==> src/rtl/axis_arbiter_pkg.sv <==
// Shared types and constants for the two-input AXI4-Stream packet arbiter.
package axis_arbiter_pkg;

   localparam int DEFAULT_DATA_WIDTH = 32;

   typedef enum logic [1:0] {
      IDLE   = 2'd0,
      LOCK_A = 2'd1,
      LOCK_B = 2'd2
   } arb_state_t;

   typedef enum logic {
      SRC_A = 1'b0,
      SRC_B = 1'b1
   } src_t;

endpackage : axis_arbiter_pkg

==> src/rtl/axis_reg_slice.sv <==
// Full-throughput AXI4-Stream register slice: output register plus one skid entry.
// in_ready_o depends only on registered state, breaking the ready path to the sink.
module axis_reg_slice #(
   parameter int DATA_WIDTH = axis_arbiter_pkg::DEFAULT_DATA_WIDTH
) (
   input  logic                  clk_i,
   input  logic                  rst_i,
   input  logic [DATA_WIDTH-1:0] in_data_i,
   input  logic                  in_last_i,
   input  logic                  in_valid_i,
   output logic                  in_ready_o,
   output logic [DATA_WIDTH-1:0] out_data_o,
   output logic                  out_last_o,
   output logic                  out_valid_o,
   input  logic                  out_ready_i
);

   logic [DATA_WIDTH-1:0] out_data_q, out_data_d;
   logic                  out_last_q, out_last_d;
   logic                  out_valid_q, out_valid_d;
   logic [DATA_WIDTH-1:0] skid_data_q, skid_data_d;
   logic                  skid_last_q, skid_last_d;
   logic                  skid_valid_q, skid_valid_d;
   logic                  in_fire;

   assign in_ready_o = !skid_valid_q;
   assign in_fire    = in_valid_i && !skid_valid_q;

   // NOTE: every always_comb output gets a default first so no latch is inferred.
   always_comb begin
      out_data_d   = out_data_q;
      out_last_d   = out_last_q;
      out_valid_d  = out_valid_q;
      skid_data_d  = skid_data_q;
      skid_last_d  = skid_last_q;
      skid_valid_d = skid_valid_q;

      if (!out_valid_q || out_ready_i) begin
         // Output is empty or draining: skid has priority to keep beat order.
         if (skid_valid_q) begin
            out_data_d   = skid_data_q;
            out_last_d   = skid_last_q;
            out_valid_d  = 1'b1;
            skid_valid_d = 1'b0;
         end else if (in_fire) begin
            out_data_d  = in_data_i;
            out_last_d  = in_last_i;
            out_valid_d = 1'b1;
         end else begin
            out_valid_d = 1'b0;
         end
      end else if (in_fire) begin
         skid_data_d  = in_data_i;
         skid_last_d  = in_last_i;
         skid_valid_d = 1'b1;
      end
   end

   // NOTE: sequential state uses non-blocking assignments only.
   always_ff @(posedge clk_i) begin
      if (rst_i) begin
         out_data_q   <= '0;
         out_last_q   <= 1'b0;
         out_valid_q  <= 1'b0;
         skid_valid_q <= 1'b0;
      end else begin
         out_data_q   <= out_data_d;
         out_last_q   <= out_last_d;
         out_valid_q  <= out_valid_d;
         skid_valid_q <= skid_valid_d;
      end
   end

   // NOTE: skid payload is qualified by skid_valid_q, so it needs no reset.
   always_ff @(posedge clk_i) begin
      skid_data_q <= skid_data_d;
      skid_last_q <= skid_last_d;
   end

   assign out_data_o  = out_data_q;
   assign out_last_o  = out_last_q;
   assign out_valid_o = out_valid_q;

endmodule : axis_reg_slice

==> src/rtl/axis_arbiter.sv <==
// Two-to-one AXI4-Stream packet arbiter: round-robin between packets, grant locked
// until tlast, output fully registered through axis_reg_slice.
module axis_arbiter
   import axis_arbiter_pkg::*;
#(
   parameter int DATA_WIDTH = DEFAULT_DATA_WIDTH
) (
   input  logic                  axis_aclk,
   input  logic                  axis_areset,
   input  logic [DATA_WIDTH-1:0] s0a_axis_tdata,
   input  logic                  s0a_axis_tvalid,
   output logic                  s0a_axis_tready,
   input  logic                  s0a_axis_tlast,
   input  logic [DATA_WIDTH-1:0] s0b_axis_tdata,
   input  logic                  s0b_axis_tvalid,
   output logic                  s0b_axis_tready,
   input  logic                  s0b_axis_tlast,
   output logic [DATA_WIDTH-1:0] m0k_axis_tdata,
   output logic                  m0k_axis_tvalid,
   input  logic                  m0k_axis_tready,
   output logic                  m0k_axis_tlast
);

   arb_state_t            state_q, state_d;
   src_t                  last_served_q, last_served_d;
   logic                  grant_a, grant_b;
   logic                  fire_a, fire_b;
   logic                  slice_ready;
   logic                  can_accept;
   logic                  mux_valid;
   logic                  mux_last;
   logic [DATA_WIDTH-1:0] mux_data;

   assign can_accept = slice_ready && !axis_areset;

   always_comb begin
      grant_a       = 1'b0;
      grant_b       = 1'b0;
      state_d       = state_q;
      last_served_d = last_served_q;

      unique case (state_q)
         IDLE: begin
            if (s0a_axis_tvalid && (!s0b_axis_tvalid || last_served_q == SRC_B)) begin
               grant_a = 1'b1;
            end else if (s0b_axis_tvalid) begin
               grant_b = 1'b1;
            end
         end
         LOCK_A:  grant_a = 1'b1;
         LOCK_B:  grant_b = 1'b1;
         default: ;
      endcase

      s0a_axis_tready = grant_a && can_accept;
      s0b_axis_tready = grant_b && can_accept;
      fire_a          = s0a_axis_tready && s0a_axis_tvalid;
      fire_b          = s0b_axis_tready && s0b_axis_tvalid;

      if (fire_a) begin
         state_d = s0a_axis_tlast ? IDLE : LOCK_A;
         if (s0a_axis_tlast) last_served_d = SRC_A;
      end else if (fire_b) begin
         state_d = s0b_axis_tlast ? IDLE : LOCK_B;
         if (s0b_axis_tlast) last_served_d = SRC_B;
      end

      mux_valid = (grant_a && s0a_axis_tvalid) || (grant_b && s0b_axis_tvalid);
      mux_data  = grant_b ? s0b_axis_tdata : s0a_axis_tdata;
      mux_last  = grant_b ? s0b_axis_tlast : s0a_axis_tlast;
   end

   always_ff @(posedge axis_aclk) begin
      if (axis_areset) begin
         state_q       <= IDLE;
         last_served_q <= SRC_B;
      end else begin
         state_q       <= state_d;
         last_served_q <= last_served_d;
      end
   end

   axis_reg_slice #(
      .DATA_WIDTH(DATA_WIDTH)
   ) u_slice (
      .clk_i      (axis_aclk),
      .rst_i      (axis_areset),
      .in_data_i  (mux_data),
      .in_last_i  (mux_last),
      .in_valid_i (mux_valid),
      .in_ready_o (slice_ready),
      .out_data_o (m0k_axis_tdata),
      .out_last_o (m0k_axis_tlast),
      .out_valid_o(m0k_axis_tvalid),
      .out_ready_i(m0k_axis_tready)
   );

endmodule : axis_arbiter

==> config.mk <==
export PLATFORM = sky130hd
export DESIGN_NAME = axis_arbiter
export DESIGN_NICKNAME = d
export VERILOG_FILES = /design/src/rtl/axis_arbiter_pkg.sv /design/src/rtl/axis_reg_slice.sv /design/src/rtl/axis_arbiter.sv
export SDC_FILE = /design/constraint.sdc
export NUM_CORES = 1
export LEC_CHECK = 0
export CAP_MARGIN = 20
export CORE_ASPECT_RATIO = 0.5
export CORE_MARGIN = 3
export CORE_UTILIZATION = 50
export CTS_CLUSTER_SIZE = 8
export DETAILED_ROUTE_END_ITERATION = 10
export GPL_TIMING_DRIVEN = 0
export PLACE_DENSITY = 0.89
export SLEW_MARGIN = 20
export SYNTH_ARGS = -nofsm -noshare
export SYNTH_HDL_FRONTEND = slang
export SYNTH_SLANG_ARGS = --single-unit
==> constraint.sdc <==
create_clock -name axis_aclk -period 6.6 [get_ports axis_aclk]
set_clock_uncertainty 0.15 [all_clocks]
set_input_delay 1.32 -clock axis_aclk [delete_from_list [all_inputs] [get_ports axis_aclk]]
set_output_delay 1.32 -clock axis_aclk [all_outputs]
set_load 0.02 [all_outputs]
# After elaboration in Yosys (flattened, before gate mapping)
# Cells that the tools add are included.
dict set report totals {
  word_cells 57
  reg_bits 71
  in_bits 71
}
dict set report op_classes {
  n_bitwise 1
  eq_ne 3
  n_mux 21
  n_reduce_logical 24
}
# op count
set op_table {}
lappend op_table {{two-way mux 32 bit} 3}
lappend op_table {{two-way mux 1 bit} 13}
lappend op_table {{logical AND 1 bit} 9}
lappend op_table {{two-way mux 2 bit} 3}
lappend op_table {{nonzero test 2 bit} 3}
lappend op_table {{zero test 1 bit} 4}
lappend op_table {{case mux 1 bit (2 select lines)} 2}
lappend op_table {{AND reduction 2 bit} 2}
lappend op_table {{logical OR 1 bit} 3}
lappend op_table {{AND reduction 3 bit} 1}
lappend op_table {{== test 2 x 1 -> 1 bit, second input constant} 1}
lappend op_table {{== test 2 bit, second input constant} 1}
lappend op_table {{zero test 2 bit} 1}
lappend op_table {{!= test 2 bit, second input constant} 1}
lappend op_table {{OR reduction 2 bit} 1}
lappend op_table {{NOT 1 bit} 1}

# Longest topological paths before layout
# Gate-level depths: netlist of run 1.
dict set report depth {
  ltp_word 10
  ltp_mapped 6
  depth_no_buf 4
}

# Hierarchy
# From an unflattened synthesis of run 1, not the netlist that was laid out.
dict set report unflattened {
  hier_cells 251
  area_unflattened_um2 3353.2
}
# module cells_per_inst area_per_inst_um2 seq_area_each_um2 instances
set modules_own_cells {}
lappend modules_own_cells {axis_reg_slice 195 2747.6 1691.6 1}
lappend modules_own_cells {axis_arbiter 56 605.6 60.1 1}

# Least setup slack after synthesis of run 1
# No wires, ideal clock.
dict set report synth_timing {
  path_type {input-to-reg}
  from {input s0a_axis_tvalid}
  to {register u_slice.skid_data_q[0] (enable)}
  setup_ns 0.465
  setup_slack_ns 2.102
  stages 3
  t_required_ns 5.985
  arrival_ns 3.883
  path_cell_list {nor2b_2 -> nor2_1 -> nor3_1}
}
dict set report synth_via {
  elab_chain_cells 7
  elab_cells_between_ends 10
  cone_classes {mux: 4; reduce/logical: 6}
}
# item line
set synth_rtl {}
lappend synth_rtl {{start: declaration} axis_arbiter.sv:11} ;# input logic s0a_axis_tvalid,
lappend synth_rtl {{logical AND 1 bit} axis_arbiter.sv:44} ;# if (s0a_axis_tvalid && (!s0b_axis_tvalid || last_served_q == SRC_B)) begin
lappend synth_rtl {{two-way mux 1 bit} axis_arbiter.sv:44}
lappend synth_rtl {{case mux 1 bit (2 select lines)} axis_arbiter.sv:42} ;# unique case (state_q)
lappend synth_rtl {{logical AND 1 bit} axis_arbiter.sv:68} ;# mux_valid = (grant_a && s0a_axis_tvalid) || (grant_b && s0b_axis_tvalid);
lappend synth_rtl {{logical OR 1 bit *} axis_arbiter.sv:68}
lappend synth_rtl {{logical AND 1 bit *} axis_reg_slice.sv:27} ;# assign in_fire = in_valid_i && !skid_valid_q;
lappend synth_rtl {{AND reduction 2 bit (no line) *} n/a}
lappend synth_rtl {{end signal: assignment} axis_reg_slice.sv:76} ;# skid_data_q <= skid_data_d;
lappend synth_rtl {{end: declaration} axis_reg_slice.sv:21} ;# logic [DATA_WIDTH-1:0] skid_data_q, skid_data_d;
# Every way passes the cells marked *; elsewhere a longest branch is shown, timed or not.
# A chain may end at the register's enable or synchronous reset.

# Final worst setup path of run 1
dict set report layout_timing {
  from {input s0a_axis_tvalid}
  to {output s0b_axis_tready}
}
dict set report layout_via {
  elab_chain_cells 4
}
# item line
set layout_rtl {}
lappend layout_rtl {{logical AND 1 bit} axis_arbiter.sv:44}
lappend layout_rtl {{two-way mux 1 bit} axis_arbiter.sv:44}
lappend layout_rtl {{case mux 1 bit (2 select lines)} axis_arbiter.sv:42}
lappend layout_rtl {{logical AND 1 bit} axis_arbiter.sv:56} ;# s0b_axis_tready = grant_b && can_accept;
lappend layout_rtl {{end: declaration} axis_arbiter.sv:16} ;# output logic s0b_axis_tready,
# No other way between the ends.

==> results of run 1 <==
[worst paths after layout]
| path | from | endpoint | slack (ns) | cells past startpoint |
|---|---|---|---|---|
| worst max-delay path | s0a_axis_tvalid | s0b_axis_tready | 2.03 | 4 |
| worst min-delay path | u_slice.out_data_o[1] | u_slice.out_data_o[1] | 0.37 | 2 |
| worst max register to register | u_slice.skid_valid_q | u_slice.skid_data_q[17] | 4.17 | 4 |
| worst min register to register | u_slice.out_data_o[1] | u_slice.out_data_o[1] | 0.37 | 2 |
[registers in the layout (all words and copies together) (netlist names)]
name	flops
last_served_q	1
state_q	2
u_slice.out_data_o	32
u_slice.out_last_o	1
u_slice.out_valid_o	1
u_slice.skid_data_q	32
u_slice.skid_last_q	1
u_slice.skid_valid_q	1
[tightest hold or removal path: cells and delay by family (launching register included)]
family	cells	cell delay, ns
flops	1	0.33
simple gates	1	0.09
compound gates	1	0.06
[cells by family (layout without fill, tap and decap cells)]
| logic type | Yosys count | in the layout | synth area share |
|---|---|---|---|
| DFF | 71 | 71 | 0.497 |
| muxes | 34 | 34 | 0.0965 |
| buffers and inverters | 59 | 183 | 0.0777 |
| and+or+nand+nor | 89 | 89 | 0.176 |
| AOI/OAI and AO/OA | 42 | 42 | 0.154 |
[where the power goes]
part	internal (mW)	leakage (nW)	switching [mW]	total, mW
Sequential	0.501	0.617	0.0195	0.520
Clock	0.328	0.157	0.184	0.512
Combinational	0.139	1.04	0.147	0.286
[metrics by stage]
step | hold slack, ns | instance area [sq um] | utilization | total power, mW
final | 0.366 | 5030 | 0.782 | 1.32
after global routing | 0.369 | 5030 | 0.782 | 1.36
after CTS | 0.363 | 5030 | 0.782 | 1.32
after detailed placement | 0.348 | 4720 | 0.734 | 0.811
after global placement | 0.331 | 4690 | 0.729 | 0.800
after floorplan | 0.306 | 3530 | - | 0.682
[layout make-up]
cell class                      instances  area (sq um)
Clock buffer                            9           225
Clock inverter                          7          87.6
Sequential cell                        71          1750
Multi-Input combinational cell        165          1510
Buffer                                 26           150
Timing Repair Buffer                  108          1080
Tap cell                               88           110
Inverter                               33           124
Fill cell                             380          1400
[cells in the final DEF (no fill, tap or decap), types with 2 or more instances in the layout]
master | Yosys | final
sky130_fd_sc_hd__clkdlybuf4s50_1 | 0 | 105
sky130_fd_sc_hd__nand3b_1 | 61 | 61
sky130_fd_sc_hd__dfxtp_1 | 38 | 38
sky130_fd_sc_hd__mux2i_1 | 34 | 34
sky130_fd_sc_hd__inv_1 | 33 | 33
sky130_fd_sc_hd__edfxtp_1 | 33 | 33
sky130_fd_sc_hd__o221ai_2 | 30 | 30
sky130_fd_sc_hd__clkbuf_1 | 14 | 14
sky130_fd_sc_hd__clkbuf_16 | 0 | 9
sky130_fd_sc_hd__buf_6 | 6 | 7
sky130_fd_sc_hd__buf_2 | 6 | 6
sky130_fd_sc_hd__nand2_1 | 6 | 6
sky130_fd_sc_hd__nor2_1 | 4 | 4
sky130_fd_sc_hd__nand2b_1 | 4 | 4
sky130_fd_sc_hd__a21oi_1 | 3 | 3
sky130_fd_sc_hd__nor3_1 | 4 | 3
sky130_fd_sc_hd__o221ai_1 | 3 | 3
sky130_fd_sc_hd__clkinv_2 | 0 | 3
sky130_fd_sc_hd__nor4_1 | 2 | 2
sky130_fd_sc_hd__nor2b_2 | 2 | 2
sky130_fd_sc_hd__bufinv_16 | 0 | 2
sky130_fd_sc_hd__buf_4 | 0 | 2
[routing by layer]
layer | routed length [um] | GRT usage | share of wire
met1 | 3980 | 0.288 | 0.41
met2 | 4780 | 0.423 | 0.50
met3 | 614 | 0.0584 | 0.064
met4 | 261 | 0.0956 | 0.027
met5 | 0 | 0 | 0
==> results by group, run 1 <==
Clock tree
  – Depth of the CTS H-tree: 3
  – Reg clk slew, reported paths: 0.06 ns
  – Number of buffers on the longest clock path: 2
  – CTS Buf Count: 9
  – Resize count post-CTS: 0
  – Postcts setup bufs: 0
  – CTS Hold Bufs: 0
  – CTS tree: yes
  – Insertion delay to the later sink of the worst-skew pair: between 0.3 and 0.4 ns
  – CTS Root Cell: sky130_fd_sc_hd__clkbuf_16
  – Sinks on Clock Net: between 70 and 80

Final layout
  – Inserted Diodes: 0
  – Signed area change from the synthesized netlist to the final layout: 42.7%
  – Ratio of cells with drive above 1 in the final layout: 0.155
  – Number of cells in the finished layout apart from fillers: 507
  – Layout Nets: 485

Detailed routing
  – Via/cell ratio: 5.74
  – Number of vias after detailed routing: slightly below 3000
  – Average detailed-routed wire length per instance: 19.0 um
  – Drt initial violations: around 260
  – # DRC: 0
  – Number of nets still failing antenna checks after routing: 0
  – Length of the first detailed-routing pass in iterations: 5
  – Final routed wirelength across all metal layers: between 9000 and 10000 um

Floorplanning
  – DIE WIDTH: 125 um
  – Area of the die: between 8000 and 9000 sq um
  – Total I/O pin count: around 110
  – Total number of placement rows: 20
  – Floorplan die height: 65.4 um
  – Starting density of the core: 0.548
  – Core Box Area: between 6000 and 7000 sq um

Timing
  – Worst Tran Pin Value: around 0.79 ns
  – Final number of max-transition violations: 0
  – Final hold violation count: 0
  – Worst Slack Setup Final: 2.03 ns
  – Highest clock frequency the design can meet: between 0.2 and 0.25 GHz
  – Tmin final: between 4 and 5 ns
  – Worst slew margin: 0.468
  – Unrepaired setup endpoints after global routing: no
  – Summed negative setup slack over all endpoints: 0 ns
  – Final setup violation count: 0
  – Fin crit share: 0.692

Power
  – Reported leakage power: ~1.8 nW
  – Power density relative to cell area: ~260 nW/um^2
  – Maximum VDD drop: 0.166 mV

Synth
  – Number of flops mapped to enable cells by yosys: 33
  – Top cells by area in the synthesized netlist: sky130_fd_sc_hd__edfxtp_1 28%, sky130_fd_sc_hd__dfxtp_1 22%, sky130_fd_sc_hd__nand3b_1 13%
  – Sequential-to-total area share from yosys stat: 0.497
  – Share of Yosys cell area claimed by the top area cell type: 0.281
  – Async set or reset register ratio after synthesis: 0
  – Largest area contributor in the netlist: sky130_fd_sc_hd__edfxtp_1
  – Flip-flop and latch count after synthesis: between 70 and 80
  – Total number of yosys warnings: 0
  – Number of different library cells in the post-synthesis netlist: 29
  – Net count after synthesis: 366
  – Cells after synthesis: approximately 300
  – Cell with the most instances after synthesis: sky130_fd_sc_hd__nand3b_1
  – Predominant post-synthesis flop cell: sky130_fd_sc_hd__dfxtp_1
  – Total standard cell area after synthesis: ~3500 sq um
  – Most instantiated cells after synthesis: 61 x sky130_fd_sc_hd__nand3b_1, 38 x sky130_fd_sc_hd__dfxtp_1, 34 x sky130_fd_sc_hd__mux2i_1, 33 x sky130_fd_sc_hd__edfxtp_1, 33 x sky130_fd_sc_hd__inv_1
  – Post-synthesis area per instance: between 10 and 15 sq um

Place
  – Dpl ws: 2.11 ns
  – Placer congestion estimate: ~0.8
  – Half-perimeter wire length after placement: approximately 6800 um
  – Number of port buffers: approximately 110
  – Count of placed standard cells including taps: roughly 500

Global route
  – Initial antenna violation count: 0
  – Remaining global-route overflow: 0
  – Via count of the first global-routing pass: about 3200
  – GRT Overall Usage: 0.240
  – Global-route wire length before repair: roughly 16000 um
  – Maximum number of pins on one net before global-route repair: 13

Critical path
  – Type of element launching the critical path: primary input
  – CP cell instances: clkdlybuf4s50_1 -> and3b_1 -> nor4_1 -> clkdlybuf4s50_1
  – Buffer and inverter count on the worst path: 2
  – Slowest cell on the critical path: sky130_fd_sc_hd__clkdlybuf4s50_1
  – Setup Crit Path Kind: in -> out
  – Data arrival, critical path: around 3.1 ns
  – Required time of the worst setup path: 5.13 ns
  – Kind of end point of the critical path: output port
  – Max incr delay on CP: between 0.6 and 0.7 ns
  – Crit-path most repeated cell: sky130_fd_sc_hd__clkdlybuf4s50_1
  – Max FO, Critical Path: 5
  – CP top delay family: buffers and inverters

Hold path
  – Class of the tightest hold or removal check: reg -> reg

Job
  – Count of max-cap constraint violations: 0

Status
  – Result of the run: complete, no violations
Note: power is estimated with default switching activity, not from simulation.
==> run 2: changes to the inputs <==
--- a/config.mk
+++ b/config.mk
@@ -8,11 +8,11 @@
 export CAP_MARGIN = 20
 export CORE_ASPECT_RATIO = 0.5
 export CORE_MARGIN = 3
-export CORE_UTILIZATION = 50
+export CORE_UTILIZATION = 47
 export CTS_CLUSTER_SIZE = 8
 export DETAILED_ROUTE_END_ITERATION = 10
 export GPL_TIMING_DRIVEN = 0
-export PLACE_DENSITY = 0.89
+export PLACE_DENSITY = 0.85
 export SLEW_MARGIN = 20
 export SYNTH_ARGS = -nofsm -noshare
 export SYNTH_HDL_FRONTEND = slang
==> constraint.sdc (replaced) <==
create_clock -name axis_aclk -period 4.3 [get_ports axis_aclk]
set_clock_uncertainty 0.15 [all_clocks]
set_input_delay 0.86 -clock axis_aclk [delete_from_list [all_inputs] [get_ports axis_aclk]]
set_output_delay 0.86 -clock axis_aclk [all_outputs]
set_load 0.02 [all_outputs]
==> run 2 against run 1 <==
Clock power grew 57%. Critical path depth is the same. Die area grew 5.9%. Global-route usage shrank 1.8 points. Routed wire length shrank 1.1%. Worst hold slack lost 0.0017 ns. Critical path type unchanged. Setup slack lost 1.3 ns. Sequential cell count is the same. Largest cell class unchanged. Via count shrank 0.96%.
==> results by group, run 2 (synthesis results as in run 1) <==
Status
  – Result of the run: complete, no violations

Final layout
  – Post-layout util: 0.725
  – Sequential cell area: approximately 1800 sq um
  – Ratio of cells with drive above 1 in the final layout: 0.155
  – Inserted Diodes: 0
  – Number of cells in the finished layout apart from fillers: a little over 500
  – Number of fill cells in the layout: 473
  – Fin area: 5050 sq um
  – Area taken by multi-input logic gates: approximately 1500 sq um
  – Layout Nets: slightly below 500
  – Signed area change from the synthesized netlist to the final layout: 43.2%
  – Commonest cells after routing, fill and taps aside: 105 x sky130_fd_sc_hd__clkdlybuf4s50_1, 61 x sky130_fd_sc_hd__nand3b_1, 38 x sky130_fd_sc_hd__dfxtp_1
  – Most common cell after layout, fill and taps aside: sky130_fd_sc_hd__clkdlybuf4s50_1

Detailed routing
  – # DRC: 0
  – Drt initial violations: between 150 and 200
  – Number of vias after detailed routing: about 2900
  – Via/cell ratio: 5.64
  – Average detailed-routed wire length per instance: ~19 um
  – Length of the first detailed-routing pass in iterations: 4
  – Number of nets still failing antenna checks after routing: 0
  – Final routed wirelength across all metal layers: 9530 um

Clock tree
  – CTS Root Cell: sky130_fd_sc_hd__clkbuf_16
  – Insertion delay to the later sink of the worst-skew pair: around 0.33 ns
  – Postcts setup bufs: 0
  – Reg clk slew, reported paths: approximately 0.06 ns
  – Resize count post-CTS: 0
  – CTS Buf Count: 9
  – CTS Hold Bufs: 0
  – Depth of the CTS H-tree: 3
  – CTS tree: yes
  – Number of buffers on the longest clock path: 2
  – Sinks on Clock Net: 71

Critical path
  – Required time of the worst setup path: about 3.3 ns
  – Type of element launching the critical path: primary input
  – Kind of end point of the critical path: output port
  – Worst setup path endpoint: s0b_axis_tready
  – Capturing point of the worst reg2reg path: u_slice.skid_last_q
  – Cells on worst reg2reg path: 4
  – Slowest cell on the critical path: sky130_fd_sc_hd__clkdlybuf4s50_1
  – Launching point of the worst reg2reg path: u_slice.skid_valid_q
  – Worst-case register-to-register setup slack: 1.83 ns
  – CP cell instances: clkdlybuf4s50_1 -> and3b_1 -> nor4_1 -> clkdlybuf4s50_1
  – Max FO, Critical Path: 5
  – Setup Crit Path Kind: in -> out
  – Crit-path most repeated cell: sky130_fd_sc_hd__clkdlybuf4s50_1
  – Data arrival, critical path: roughly 2.6 ns
  – Max incr delay on CP: roughly 0.66 ns
  – Setup crit start: s0a_axis_tvalid

Power
  – Maximum VDD drop: roughly 0.28 mV
  – Switch share: 0.268
  – Logic pwr share: 0.214
  – Clock power share: 0.394
  – Reported leakage power: between 1.5 and 2 nW
  – Sequential fraction of design power: 0.392
  – Internal power summed over all cells: 1.49 mW
  – Power, Total: a little over 2 mW
  – Power density relative to cell area: around 400 nW/um^2
  – Total net switching power: 0.547 mW

Floorplanning
  – DIE WIDTH: between 100 and 150 um
  – Floorplan die height: 67.3 um
  – Core Box Area: around 7000 sq um
  – Total I/O pin count: about 110
  – Total number of placement rows: 21
  – Starting density of the core: 0.507
  – Area of the die: approximately 8600 sq um

Timing
  – Highest clock frequency the design can meet: 0.281 GHz
  – Final hold violation count: 0
  – Worst Tran Pin Value: 0.843 ns
  – Final number of max-transition violations: 0
  – Worst Slack Setup Final: around 0.74 ns
  – Final setup violation count: 0
  – Worst slew margin: 0.435
  – Unrepaired setup endpoints after global routing: no
  – Tightest hold margin: 0.364 ns
  – Tmin final: between 3 and 4 ns
  – Fin crit share: 0.829
  – Summed negative setup slack over all endpoints: 0 ns

Global route
  – Global-route wire length before repair: approximately 15000 um
  – Maximum number of pins on one net before global-route repair: 14
  – Remaining global-route overflow: 0
  – Via count of the first global-routing pass: approximately 2900
  – GRT Overall Usage: 0.222
  – Initial antenna violation count: 0

Place
  – Number of port buffers: roughly 110
  – Placed inst area: 4730 sq um
  – Count of placed standard cells including taps: between 400 and 500
  – Placer congestion estimate: approximately 0.82
  – Dpl ws: approximately 0.76 ns
  – Half-perimeter wire length after placement: slightly below 7000 um

Hold path
  – Class of the tightest hold or removal check: reg -> reg

Job
  – Count of max-cap constraint violations: 0
run 2: layout make-up:
| cell class | instances | share of cell area |
|---|---|---|
| plain buffers | 26 | 0.0297 |
| clock buffers | 9 | 0.0446 |
| clock inverters | 7 | 0.0191 |
| inverters | 33 | 0.0245 |
| multi-input cells | 165 | 0.298 |
| flip-flops and latches | 71 | 0.347 |
| well taps | 92 | 0.0228 |
| repair buffers | 108 | 0.214 |
run 2: worst min path at each step:
stage / start / to / slack (ns) / cells after the start
4_1_cts: last_served_q / last_served_q / 0.36 / 2
6_report: u_slice.out_last_o / u_slice.out_last_o / 0.36 / 2
2_1_floorplan: last_served_q / last_served_q / 0.31 / 2
3_5_place_dp: u_slice.out_data_o[8] / u_slice.out_data_o[8] / 0.35 / 2
5_1_grt: u_slice.out_data_o[22] / u_slice.out_data_o[22] / 0.38 / 2
3_3_place_gp: last_served_q / last_served_q / 0.33 / 2
run 2: critical path: cells and delay by family:
kind | cells | cell delay (ns)
buffers and inverters | 2 | 1.16
and+or+nand+nor | 2 | 0.53
run 2: per-layer routing:
layer / GRT usage / vias up / part of all wire
met3: 0.0537 / 14 / 0.072
met5: 0 / - / 0
met1: 0.276 / 1430 / 0.41
met4: 0.0733 / 0 / 0.015
met2: 0.385 / 105 / 0.50
li1: - / 1333 / -
run 2: power by group through the flow:
stage / combinational, mW / sequential (mW) / clock, mW
finish: 0.437 / 0.798 / 0.803
global route: 0.465 / 0.803 / 0.835
CTS: 0.439 / 0.798 / 0.809
detailed placement: 0.435 / 0.811 / 0
global placement: 0.419 / 0.810 / 0
floorplan: 0.197 / 0.850 / 0
